[src/rtl/asip_isa_pkg.sv]
// rtl/asip_isa_pkg.sv - ASIP instruction field layout, opcodes and encoder FSM state
package asip_isa_pkg;

  localparam logic [1:0] OP_DP     = 2'b00;
  localparam logic [1:0] OP_MEM    = 2'b01;
  localparam logic [1:0] OP_BR     = 2'b10;
  localparam logic [1:0] OP_UNIMPL = 2'b11;

  localparam int COND_W  = 4;
  localparam int OP_W    = 2;
  localparam int FUNCT_W = 7;
  localparam int REG_W   = 4;
  localparam int SRC2_W  = 11;
  localparam int INSTR_W = COND_W + OP_W + FUNCT_W + 2 * REG_W + SRC2_W;

  // Member order is the bit order of the word, MSB first.
  typedef struct packed {
    logic [COND_W-1:0]  cond;
    logic [OP_W-1:0]    op;
    logic [FUNCT_W-1:0] funct;
    logic [REG_W-1:0]   rn;
    logic [REG_W-1:0]   rd;
    logic [SRC2_W-1:0]  src2;
  } instr_t;

  typedef enum logic [1:0] {
    ST_IDLE  = 2'd0,
    ST_RUN   = 2'd1,
    ST_DRAIN = 2'd2,
    ST_FIN   = 2'd3
  } enc_state_e;

  function automatic logic is_illegal(input logic [OP_W-1:0] op, input logic [FUNCT_W-1:0] funct);
    logic bad;
    bad = 1'b0;
    case (op)
      OP_DP:     bad = (funct[2:0] == 3'b110) || (funct[2:0] == 3'b111);
      OP_MEM:    bad = (funct[6:5] == 2'b01) || (funct[6:5] == 2'b10);
      OP_BR:     bad = 1'b0;
      OP_UNIMPL: bad = 1'b1;
      default:   bad = 1'b0;
    endcase
    return bad;
  endfunction

endpackage

[src/rtl/instr_fifo.sv]
// rtl/instr_fifo.sv - synchronous FIFO holding encoded words awaiting a memory write
module instr_fifo #(
  parameter int WIDTH = 32,
  parameter int DEPTH = 4
) (
  input  logic             clk,
  input  logic             rst_n,
  input  logic             push,
  input  logic [WIDTH-1:0] push_data,
  input  logic             pop,
  output logic [WIDTH-1:0] pop_data,
  output logic             full,
  output logic             empty
);

  localparam int PW = $clog2(DEPTH);

  logic [WIDTH-1:0] mem [DEPTH];
  logic [PW:0]      wr_ptr;
  logic [PW:0]      rd_ptr;
  logic             do_push;
  logic             do_pop;

  // Extra pointer bit tells a full buffer from an empty one.
  assign full     = (wr_ptr[PW] != rd_ptr[PW]) && (wr_ptr[PW-1:0] == rd_ptr[PW-1:0]);
  assign empty    = (wr_ptr == rd_ptr);
  assign do_push  = push && !full;
  assign do_pop   = pop && !empty;
  assign pop_data = mem[rd_ptr[PW-1:0]];

  always_ff @(posedge clk or negedge rst_n) begin
    if (!rst_n) begin
      wr_ptr <= '0;
      rd_ptr <= '0;
      for (int i = 0; i < DEPTH; i++) begin
        mem[i] <= '0;
      end
    end else begin
      if (do_push) begin
        mem[wr_ptr[PW-1:0]] <= push_data;
        wr_ptr              <= wr_ptr + 1'b1;
      end
      if (do_pop) begin
        rd_ptr <= rd_ptr + 1'b1;
      end
    end
  end

endmodule

[src/rtl/instr_encoder_loader.sv]
// rtl/instr_encoder_loader.sv - packs decoded fields into instruction words and loads them into memory
// Optional legality screening and sticky err flag when ENCODER_LEGAL_CHECK_EN is defined.
module instr_encoder_loader
  import asip_isa_pkg::*;
#(
  parameter int ADDR_W     = 10,
  parameter int FIFO_DEPTH = 4
) (
  input  logic              clk,
  input  logic              rst_n,
  input  logic              start,
  input  logic [ADDR_W-1:0] base_addr,
  input  logic              in_valid,
  output logic              in_ready,
  input  logic [1:0]        in_op,
  input  logic [6:0]        in_funct,
  input  logic [3:0]        in_cond,
  input  logic [3:0]        in_rn,
  input  logic [3:0]        in_rd,
  input  logic [10:0]       in_src2,
  input  logic              in_last,
  output logic              mem_we,
  output logic [ADDR_W-1:0] mem_addr,
  output logic [31:0]       mem_wdata,
  input  logic              mem_ready,
  output logic              busy,
  output logic              done,
  output logic [ADDR_W:0]   word_cnt,
  output logic              err
);

  enc_state_e           state;
  enc_state_e           state_nxt;
  logic [ADDR_W-1:0]    addr;
  instr_t               enc_word;
  logic [INSTR_W-1:0]   fifo_head;
  logic                 fifo_full;
  logic                 fifo_empty;
  logic                 fifo_push;
  logic                 accept;
  logic                 wr_fire;
  logic                 illegal;
  logic                 session_start;

  assign enc_word      = '{cond: in_cond, op: in_op, funct: in_funct, rn: in_rn, rd: in_rd, src2: in_src2};
  assign accept        = in_valid && in_ready;
  assign wr_fire       = mem_we && mem_ready;
  assign fifo_push     = accept && !illegal;
  assign session_start = (state == ST_IDLE) && start;

`ifdef ENCODER_LEGAL_CHECK_EN
  logic err_q;

  assign illegal = is_illegal(in_op, in_funct);
  assign err     = err_q;

  // Illegal bundles complete the handshake but are dropped; the flag survives until the next session.
  always_ff @(posedge clk or negedge rst_n) begin
    if (!rst_n) begin
      err_q <= 1'b0;
    end else if (session_start) begin
      err_q <= 1'b0;
    end else if (accept && illegal) begin
      err_q <= 1'b1;
    end
  end
`else
  assign illegal = 1'b0;
  assign err     = 1'b0;
`endif

  instr_fifo #(
    .WIDTH (INSTR_W),
    .DEPTH (FIFO_DEPTH)
  ) u_fifo (
    .clk       (clk),
    .rst_n     (rst_n),
    .push      (fifo_push),
    .push_data (enc_word),
    .pop       (wr_fire),
    .pop_data  (fifo_head),
    .full      (fifo_full),
    .empty     (fifo_empty)
  );

  always_ff @(posedge clk or negedge rst_n) begin
    if (!rst_n) begin
      state <= ST_IDLE;
    end else begin
      state <= state_nxt;
    end
  end

  always_comb begin
    state_nxt = state;
    case (state)
      ST_IDLE:  if (start) state_nxt = ST_RUN;
      ST_RUN:   if (accept && in_last) state_nxt = ST_DRAIN;
      ST_DRAIN: if (fifo_empty) state_nxt = ST_FIN;
      ST_FIN:   state_nxt = ST_IDLE;
      default:  state_nxt = ST_IDLE;
    endcase
  end

  always_comb begin
    in_ready = 1'b0;
    mem_we   = 1'b0;
    busy     = 1'b0;
    done     = 1'b0;
    case (state)
      ST_RUN: begin
        busy     = 1'b1;
        in_ready = !fifo_full;
        mem_we   = !fifo_empty;
      end
      ST_DRAIN: begin
        busy   = 1'b1;
        mem_we = !fifo_empty;
      end
      ST_FIN: begin
        busy = 1'b1;
        done = 1'b1;
      end
      default: ;
    endcase
  end

  // Address wraps naturally; the word count sticks at all-ones.
  always_ff @(posedge clk or negedge rst_n) begin
    if (!rst_n) begin
      addr     <= '0;
      word_cnt <= '0;
    end else if (session_start) begin
      addr     <= base_addr;
      word_cnt <= '0;
    end else if (wr_fire) begin
      addr <= addr + 1'b1;
      if (word_cnt != '1) begin
        word_cnt <= word_cnt + 1'b1;
      end
    end
  end

  assign mem_addr  = addr;
  assign mem_wdata = fifo_head;

endmodule

[config.mk]
export PLATFORM = sky130hd
export DESIGN_NAME = instr_encoder_loader
export DESIGN_NICKNAME = d
export VERILOG_FILES = /design/src/rtl/asip_isa_pkg.sv /design/src/rtl/instr_fifo.sv /design/src/rtl/instr_encoder_loader.sv
export SDC_FILE = /design/constraint.sdc
export NUM_CORES = 1
export LEC_CHECK = 0
export CAP_MARGIN = 10
export CORE_MARGIN = 4
export CORE_UTILIZATION = 59
export CTS_CLUSTER_DIAMETER = 200
export CTS_CLUSTER_SIZE = 40
export DETAILED_ROUTE_END_ITERATION = 10
export PLACE_DENSITY = 0.93
export SLEW_MARGIN = 20
export SYNTH_ARGS = -nofsm -noshare
export SYNTH_HDL_FRONTEND = slang
export SYNTH_SLANG_ARGS = --single-unit
[constraint.sdc]
create_clock -name clk -period 3 [get_ports clk]
set_input_delay 0.6 -clock clk [delete_from_list [all_inputs] [get_ports clk]]
set_output_delay 0.6 -clock clk [all_outputs]
set_load 0.1 [all_outputs]
* Word-level counts from Yosys, hierarchy flattened *
Cells that the tools add are included.

word-level totals
  bits in registers = 157
  input bits = 48
  output and inout bits = 58

operators by class
  add/subtract/negate cells = 4
  $lt $le $gt $ge = 3
  equality and inequality tests = 10
  mux-type cells = 19
  bitwise gates (word level) = 2
  reductions and logical operators = 17

operators by type and width
  operator                                                                       number
  128-bit bitwise mux                                                            1
  32-bit 2-to-1 mux                                                              3
  32-bit binary-select mux with 2-bit select                                     1
  32-bit demux with 2-bit select                                                 1
  11-bit 2-to-1 mux                                                              3
  10-bit 2-to-1 mux                                                              2
  11-bit by 1-bit adder with 11-bit output (second input constant)               1
  11-bit != test (second input constant)                                         1
  10-bit by 1-bit adder with 10-bit output (second input constant)               1
  1-bit logical AND                                                              8
  2-bit one-hot mux with 4 select lines                                          1
  3-bit by 1-bit adder with 3-bit output (second input constant)                 2
  3-bit greater-or-equal comparator (second input constant)                      2
  2-bit 2-to-1 mux                                                               3
  2-bit NOT with 3-bit output                                                    2
  2-bit == test (second input constant)                                          2
  1-bit 2-to-1 mux                                                               4
  2-bit != test (second input constant)                                          2
  2-bit nonzero test                                                             2
  3-bit == test                                                                  1
  3-bit by 1-bit less-than comparator with 1-bit output (second input constant)  1
  3-bit AND reduction                                                            1
  3-bit OR reduction                                                             1
  2-bit by 1-bit == test with 1-bit output (second input constant)               1
  other kinds (7)                                                                8

* Logic depth before layout (Yosys ltp) *
Gate-level depths: netlist (run 1).

  depth in word-level cells = 8
  gate-level depth with buffers = 7
  mapped depth without buffers = 6

* Cells and area by module *
From an unflattened synthesis (run 1), not the netlist that was laid out.

unflattened totals
  cells, all modules = 506
  area, all modules = 7,878.8 sq um

modules (own cells, without submodules)
  module                times used  cells an instance  area an instance (sq um)  seq. area each (sq um)
  instr_fifo            1           354                6,530.0                   3,353.2
  instr_encoder_loader  1           152                1,348.8                   575.6

* Worst setup path before layout (run 1) *
OpenSTA, ideal clock, no wires.

  path kind = reg-to-reg
  from = register word_cnt[0]
  to = register word_cnt[5]
  setup time = 0.078 ns
  arrival time = 2.355 ns
  required time = 2.922 ns
  setup slack = 0.567 ns
  cell stages (with the launch flop) = 7
  period minus slack after synthesis = 2.433 ns
  cell sequence = dfrtp_1 ha_1 and3_1 and4_1 clkbuf_1 or4_1 a21oi_1

between the ends
  word-level cells in the longest chain between the ends = 4

RTL lines
  item                                      RTL line                     text
  from (decl)                               instr_encoder_loader.sv:28   output logic [ADDR_W:0] word_cnt,
  from (signal assigned)                    instr_encoder_loader.sv:139  word_cnt <= word_cnt + 1'b1;
  11-bit by 1-bit adder with 11-bit output  instr_encoder_loader.sv:139
  11-bit 2-to-1 mux                         instr_encoder_loader.sv:138  if (word_cnt != '1) begin
  11-bit 2-to-1 mux                         instr_encoder_loader.sv:136  end else if (wr_fire) begin
  11-bit 2-to-1 mux                         instr_encoder_loader.sv:133  end else if (session_start) begin

Parallel ways exist; a longest one is shown, timed or not. The select of a mux whose other input is x is not followed.
A chain may end at the register's enable or synchronous reset.

* Final worst setup path (run 1) *
  from = register u_fifo.rd_ptr[0]
  to = output port mem_wdata[22]

between the ends
  word-level cells in the longest chain between the ends = 4

RTL lines
  item                                                   RTL line                    text
  from (decl)                                            instr_fifo.sv:20            logic [PW:0] rd_ptr;
  from (signal assigned)                                 instr_fifo.sv:44            rd_ptr <= rd_ptr + 1'b1;
  2-bit NOT with 3-bit output (not written as such)      instr_fifo.sv:29            assign pop_data = mem[rd_ptr[PW-1:0]];
  32-bit binary-select mux with 2-bit select             instr_fifo.sv:29
  32-bit 2-to-1 mux (not written as such) (2 in series)  instr_fifo.sv:29
  to (decl)                                              instr_encoder_loader.sv:24  output logic [31:0] mem_wdata,

Every way passes these cells. The select of a mux whose other input is x is not followed.

==> metrics.csv, run 1 <==
metric,value,unit
ys_warn_count,0,
cts_buffers,17,
cts-hold-fix-buffers,0,
fin_nets,668,
synth_flop_cell,dfrtp_1,
drtAntennaViolNets,0,
synth_nets,559,
diodes,0,
hpwl,11.17,mm
num_vias,4706,
core,12160,µm²
r2r_start,u_fifo.rd_ptr[0],
ys_top_cells_by_area,"dfrtp_1 53%, mux2_2 15%, mux4_2 9.7%",
htree_num_levels,4,
remaining_drc_errors,0,
fin_crit_sh,0.8967,
drive_gt1_frac,0.4410,
reg2reg_slack,640,ps
hold_class,in -> async,
cts_root_buf,clkbuf_16,
grt_max_degree,57,
crit_fanout,14,
fin_crit,2690,ps
syn-mean-instance-area,14.89,µm²
cp-start-kind,flop,
cts.sinks,157,
wirelength,16.74,mm
dp_slack,488.8,ps
reg2reg_to,u_fifo.mem[112],
syn-instance-count,499,
skew,5.043,ps
ys_async_sr_fraction,1.000,
crit_buf_inv,2,
floorplan.initialDensity,0.6108,
fmaxAchievable,371.7,MHz
die-height,120.2,µm
ys_seq_elements,157,
synth_most_common_cell,dfrtp_1,
slew_viol_final,0,
via_per_inst,5.980,
synth_edf_count,0,
cts_buffer_depth,2,
reg2regPathDepth,5,
fill_cells,670,
ioPinCount,106,
synthTopCellsByCount,"157 x dfrtp_1, 99 x mux2_2, 32 x mux4_2",
num_rows,40,
grt_pass1_wl,27.48,mm
gp_congestion,0.8302,
critPathTopFamily,flip-flops,
cts_tree,built,
path_cells,buf_12 -> mux4_2 -> buf_12,
worst-setup-path-type,reg -> out,
detail_route.wl_per_cell,21.27,µm
track_usage,0.2462,
cts_resized,0,
insertion_delay,420,ps
cpPeakStageDelay,640,ps
synth_area_leader_cell,dfrtp_1,
drt_iter0_drc,381,
rsz0062_at_grt,no,
tightest_slew,625.5,ps
synth_top_area_frac,0.5289,
finalHoldViolCount,0,
clk_pin_slew,60,ps
crit_arrival,2090,ps
die-area,14450,µm²
grt_pass1_vias,5185,
area_growth,28.92,%
setup_violations,0,
relSlewSlack,0.5830,
netlist_area,7428,µm²
overflow,0,
crit_path_frequent_cell,buf_12,
finalSetupTns,0,ps
die-width,120.2,µm
crit_path_end_kind,primary output,
io_buffers,104,
layout_setup_ws,309.8,ps
antenna_found_initial,0,
yosysSeqAreaShare,0.5289,
status,"finished, final reports clean",
cts_setup_buffers,0,
maxCapViolCount,0,
slowest_stage,dfrtp_2,
drtPass1Iterations,4,
required,2400,ps
ys_types,46,
-- routing by layer --
layer  vias up  wire length (µm)  track usage
met3        32               800      0.05706
met5         -                 0            0
met4         0               322      0.08232
li1       2076                 -            -
met2       132              8829       0.4254
met1      2466              6786       0.3077
-- worst max-delay path by stage --
stage / startpoint / endpoint / slack (ps) / cells past startpoint
detailed placement: in_valid / u_fifo.mem[112] / 490 / 5
floorplan: word_cnt[0] / word_cnt[5] / 570 / 6
finish: u_fifo.rd_ptr[0] / mem_wdata[22] / 310 / 3
global placement: in_valid / u_fifo.mem[112] / 540 / 5
CTS: u_fifo.rd_ptr[0] / mem_wdata[14] / 270 / 3
global route: u_fifo.rd_ptr[0] / mem_wdata[14] / 220 / 3
-- layout by cell type, fill, tap and decap left out, types with 4 or more instances in the layout --
cell type / n
buf_12: 38
buf_4: 34
clkbuf_8: 4
nand3_1: 8
mux4_2: 32
nor2_1: 11
dfrtp_1: 155
a31oi_1: 10
xnor2_1: 6
mux2_4: 30
a21oi_1: 9
and2_1: 5
ha_1: 12
and4_1: 4
or3_1: 4
or4_1: 10
nand2_1: 21
inv_1: 6
bufinv_16: 4
clkbuf_16: 17
mux2_2: 99
o31ai_1: 8
o21ai_0: 7
clkdlybuf4s50_1: 46
-- cell families after synthesis --
| logic type | after synthesis | synth area share |
|---|---|---|
| mux | 162 | 0.3091 |
| flops | 157 | 0.5289 |
| simple gates | 77 | 0.05508 |
| compound gates | 45 | 0.04329 |
| buf+inv | 35 | 0.02762 |
| fa+ha+maj | 12 | 0.02021 |
| xor+xnor | 10 | 0.01533 |
| other cells | 1 | 0.0005048 |
-- state kept, by name, indices dropped and copies added, names as in the netlist --
name / count
u_fifo.wr_ptr: 3
mem_addr: 10
word_cnt: 11
u_fifo.rd_ptr: 3
u_fifo.mem: 128
state: 2
-- per-stage QoR --
step                cell area, µm²  std cells  hold slack (ps)    util
floorplan                     7428        499            304.4       -
global placement              8954        757            481.2  0.7362
detailed placement            8954        757            489.1  0.7362
CTS                           9577        787            143.9  0.7874
global route                  9577        787            167.4  0.7874
finish                        9577        787            133.9  0.7874
-- worst reg2reg max path, cell delays in order, from the launching register on --
cell and delay [ps]:
dfrtp_2 640, xor2_4 310, o311a_4 280, and2_4 380
buf_4 290, mux2_4 330
-- cell type report --
type,instances,area (µm²),share of cell area
Sequential cell,157,3931,0.4105
Multi-Input combinational cell,307,3302,0.3448
Timing Repair Buffer,119,1488,0.1553
Clock buffer,23,488.0,0.05095
Tap cell,168,210.2,0.02195
Clock inverter,7,135.1,0.01411
Inverter,6,22.52,0.002352
Power of run 1 is left out: the tool's default activity adds up to more than one toggle a clock period on the data nets, which glitch-free logic cannot reach.
==> inputs of run 2 (changes only) <==
--- a/config.mk
+++ b/config.mk
@@ -12,6 +12,7 @@
 export CTS_CLUSTER_SIZE = 40
 export DETAILED_ROUTE_END_ITERATION = 10
 export PLACE_DENSITY = 0.93
+export SKIP_LAST_GASP = 1
 export SLEW_MARGIN = 20
 export SYNTH_ARGS = -nofsm -noshare
 export SYNTH_HDL_FRONTEND = slang
==> results of run 2 <==
No change in the layout: final DEF, timing and power equal those of run 1.
Power of run 2 is left out for the same reason.
==> inputs of run 3 (changes only) <==
--- a/config.mk
+++ b/config.mk
@@ -6,12 +6,12 @@
 export NUM_CORES = 1
 export LEC_CHECK = 0
 export CAP_MARGIN = 10
-export CORE_MARGIN = 4
 export CORE_UTILIZATION = 59
 export CTS_CLUSTER_DIAMETER = 200
 export CTS_CLUSTER_SIZE = 40
 export DETAILED_ROUTE_END_ITERATION = 10
 export PLACE_DENSITY = 0.93
+export SETUP_SLACK_MARGIN = 0.2
 export SKIP_LAST_GASP = 1
 export SLEW_MARGIN = 20
 export SYNTH_ARGS = -nofsm -noshare
==> run 3 against run 2 <==
Compared with the run above:
- register-to-register slack improved by 20 ps
- wire length fell by 3.6%
- non-clock buffer count fell by 5
- flip-flop and latch count did not move
- die area fell by 9.7%
- fmax rose by 0.32%
- cell area rose by 0.42%
- utilization rose by 0.33 points
- critical path type unchanged
- count of clock-buffer cells in the layout fell by 2
- setup slack improved by 8.5 ps
==> metrics.csv, run 3 (synthesis results as in run 1) <==
metric,value,unit,change
reg2reg_slack,660,ps,+20 ps
die-area,13040,µm²,-9.7%
remaining_drc_errors,0,,unchanged
maxCapViolCount,0,,unchanged
grt_max_degree,91,,+60%
ioPinCount,106,,unchanged
cts_tree,built,,
rsz0062_at_grt,no,,
crit_path_end_kind,primary output,,
fin_crit,2682,ps,-8.519 ps
gp_congestion,0.8349,,+0.57%
stdcell_count,784,,-0.38%
num_vias,4704,,-0.042%
finalSetupTns,0,ps,unchanged
cts_root_buf,clkbuf_16,,
fin_crit_sh,0.8939,,-0.002840
setup_violations,0,,unchanged
fin_nets,663,,-0.75%
track_usage,0.2682,,+0.02201
hold_class,in -> async,,
crit_arrival,2080,ps,about the same
diodes,0,,unchanged
cp-start-kind,flop,,
wirelength,16.13,mm,-3.6%
slew_viol_final,0,,unchanged
detail_route.wl_per_cell,20.58,µm,-3.3%
drt_iter0_drc,329,,-14%
via_per_inst,6.000,,+0.34%
cts-hold-fix-buffers,0,,unchanged
layout_setup_ws,318.3,ps,+8.519 ps
dp_slack,552.5,ps,+63.69 ps
required,2400,ps,about the same
register_area,3934,µm²,about the same
fmaxAchievable,372.9,MHz,+0.32%
skew,5.434,ps,+0.3916 ps
fill_cells,667,,-0.45%
crit_fanout,14,,unchanged
cts_buffer_depth,2,,unchanged
met1Wirelength,6.562,mm,-3.3%
finalHoldViolCount,0,,unchanged
floorplan.initialDensity,0.6108,,unchanged
place_inst,752,,-0.66%
grt_pass1_wl,26.34,mm,-4.1%
num_rows,40,,unchanged
drtPass1Iterations,4,,unchanged
tightest_slew,812.9,ps,+187.3 ps
final_common_cell,dfrtp_1,,
clk_pin_slew,60,ps,about the same
drtAntennaViolNets,0,,unchanged
multiInputGateArea,3302,µm²,unchanged
wl_met2,8.467,mm,-4.1%
final_util,0.7907,,+0.003292
status,"finished, final reports clean",,
worst-setup-path-type,reg -> out,,
overflow,0,,unchanged
die-width,114.2,µm,-5.0%
antenna_found_initial,0,,unchanged
cts_buffers,17,,unchanged
top_layer_used,met4,,
relSlewSlack,0.4581,,-0.1249
grt_pass1_vias,5038,,-2.8%
max_flop_register,u_fifo.mem,,
drive_gt1_frac,0.4416,,+0.0005245
area_growth,29.46,%,
io_buffers,104,,unchanged
met3_length,740,µm,-7.5%
final_cell_mix,"155 x dfrtp_1, 99 x mux2_2, 46 x clkdlybuf4s50_1",,
die-height,114.2,µm,-5.0%
core,12160,µm²,unchanged
cts.sinks,157,,unchanged
largest_reg_flops,128,,unchanged
hpwl,9.980,mm,-11%
insertion_delay,420,ps,about the same
htree_num_levels,4,,unchanged
run 3: cell count changes in the layout (fill, tap and decap cells not counted), sizes merged:
cell / before / now
bufinv: 4 / 6
clkinvlp: 0 / 2
clkbuf: 23 / 21
buf: 73 / 68
run 3: worst paths after layout:
kind                                   from             end  depth (start not counted)
setup / recovery           u_fifo.rd_ptr[0]   mem_wdata[22]                          3
hold / removal                        rst_n  u_fifo.mem[59]                          1
setup reg to reg           u_fifo.rd_ptr[0]  u_fifo.mem[42]                          5
hold reg to reg              u_fifo.mem[15]  u_fifo.mem[15]                          1
max in group asynchronous             rst_n  u_fifo.mem[78]                          2
min in group clk             u_fifo.mem[15]  u_fifo.mem[15]                          1
run 3: timing repair:
action                     in CTS  in global routing
setup endpoints to repair      26                 23
gates resized for setup         1                  2
buffers inserted                0                  0
pin swaps                       0                  0
run 3: metrics by stage:
| stage | hold WS (ps) | cell area [µm²] |
|---|---|---|
| finish | 262.9 | 9617 |
| global route | 319.3 | 9617 |
| CTS | 285.0 | 9609 |
| detailed placement | 489.0 | 8916 |
| global placement | 481.0 | 8916 |
| floorplan | 304.4 | 7428 |
run 3: cell type report:
class / instances / area share
clock buffer: 21 / 0.04996
tap: 168 / 0.02186
sequential: 157 / 0.4091
multi-input combinational: 307 / 0.3434
clock inverter: 11 / 0.02186
inverter: 6 / 0.002342
timing repair buffer: 114 / 0.1516
run 3: layer usage:
metal	up-vias	global-route usage
met2	136	0.4525
met1	2465	0.3397
li1	2074	-
met4	0	0.09870
met3	29	0.06406
met5	-	0
run 3: critical path, stage by stage (launching register included):
cell	delay [ps]
dfrtp_4	590
buf_6	280
mux4_2	590
buf_12	200
Power of run 3 is left out for the same reason.
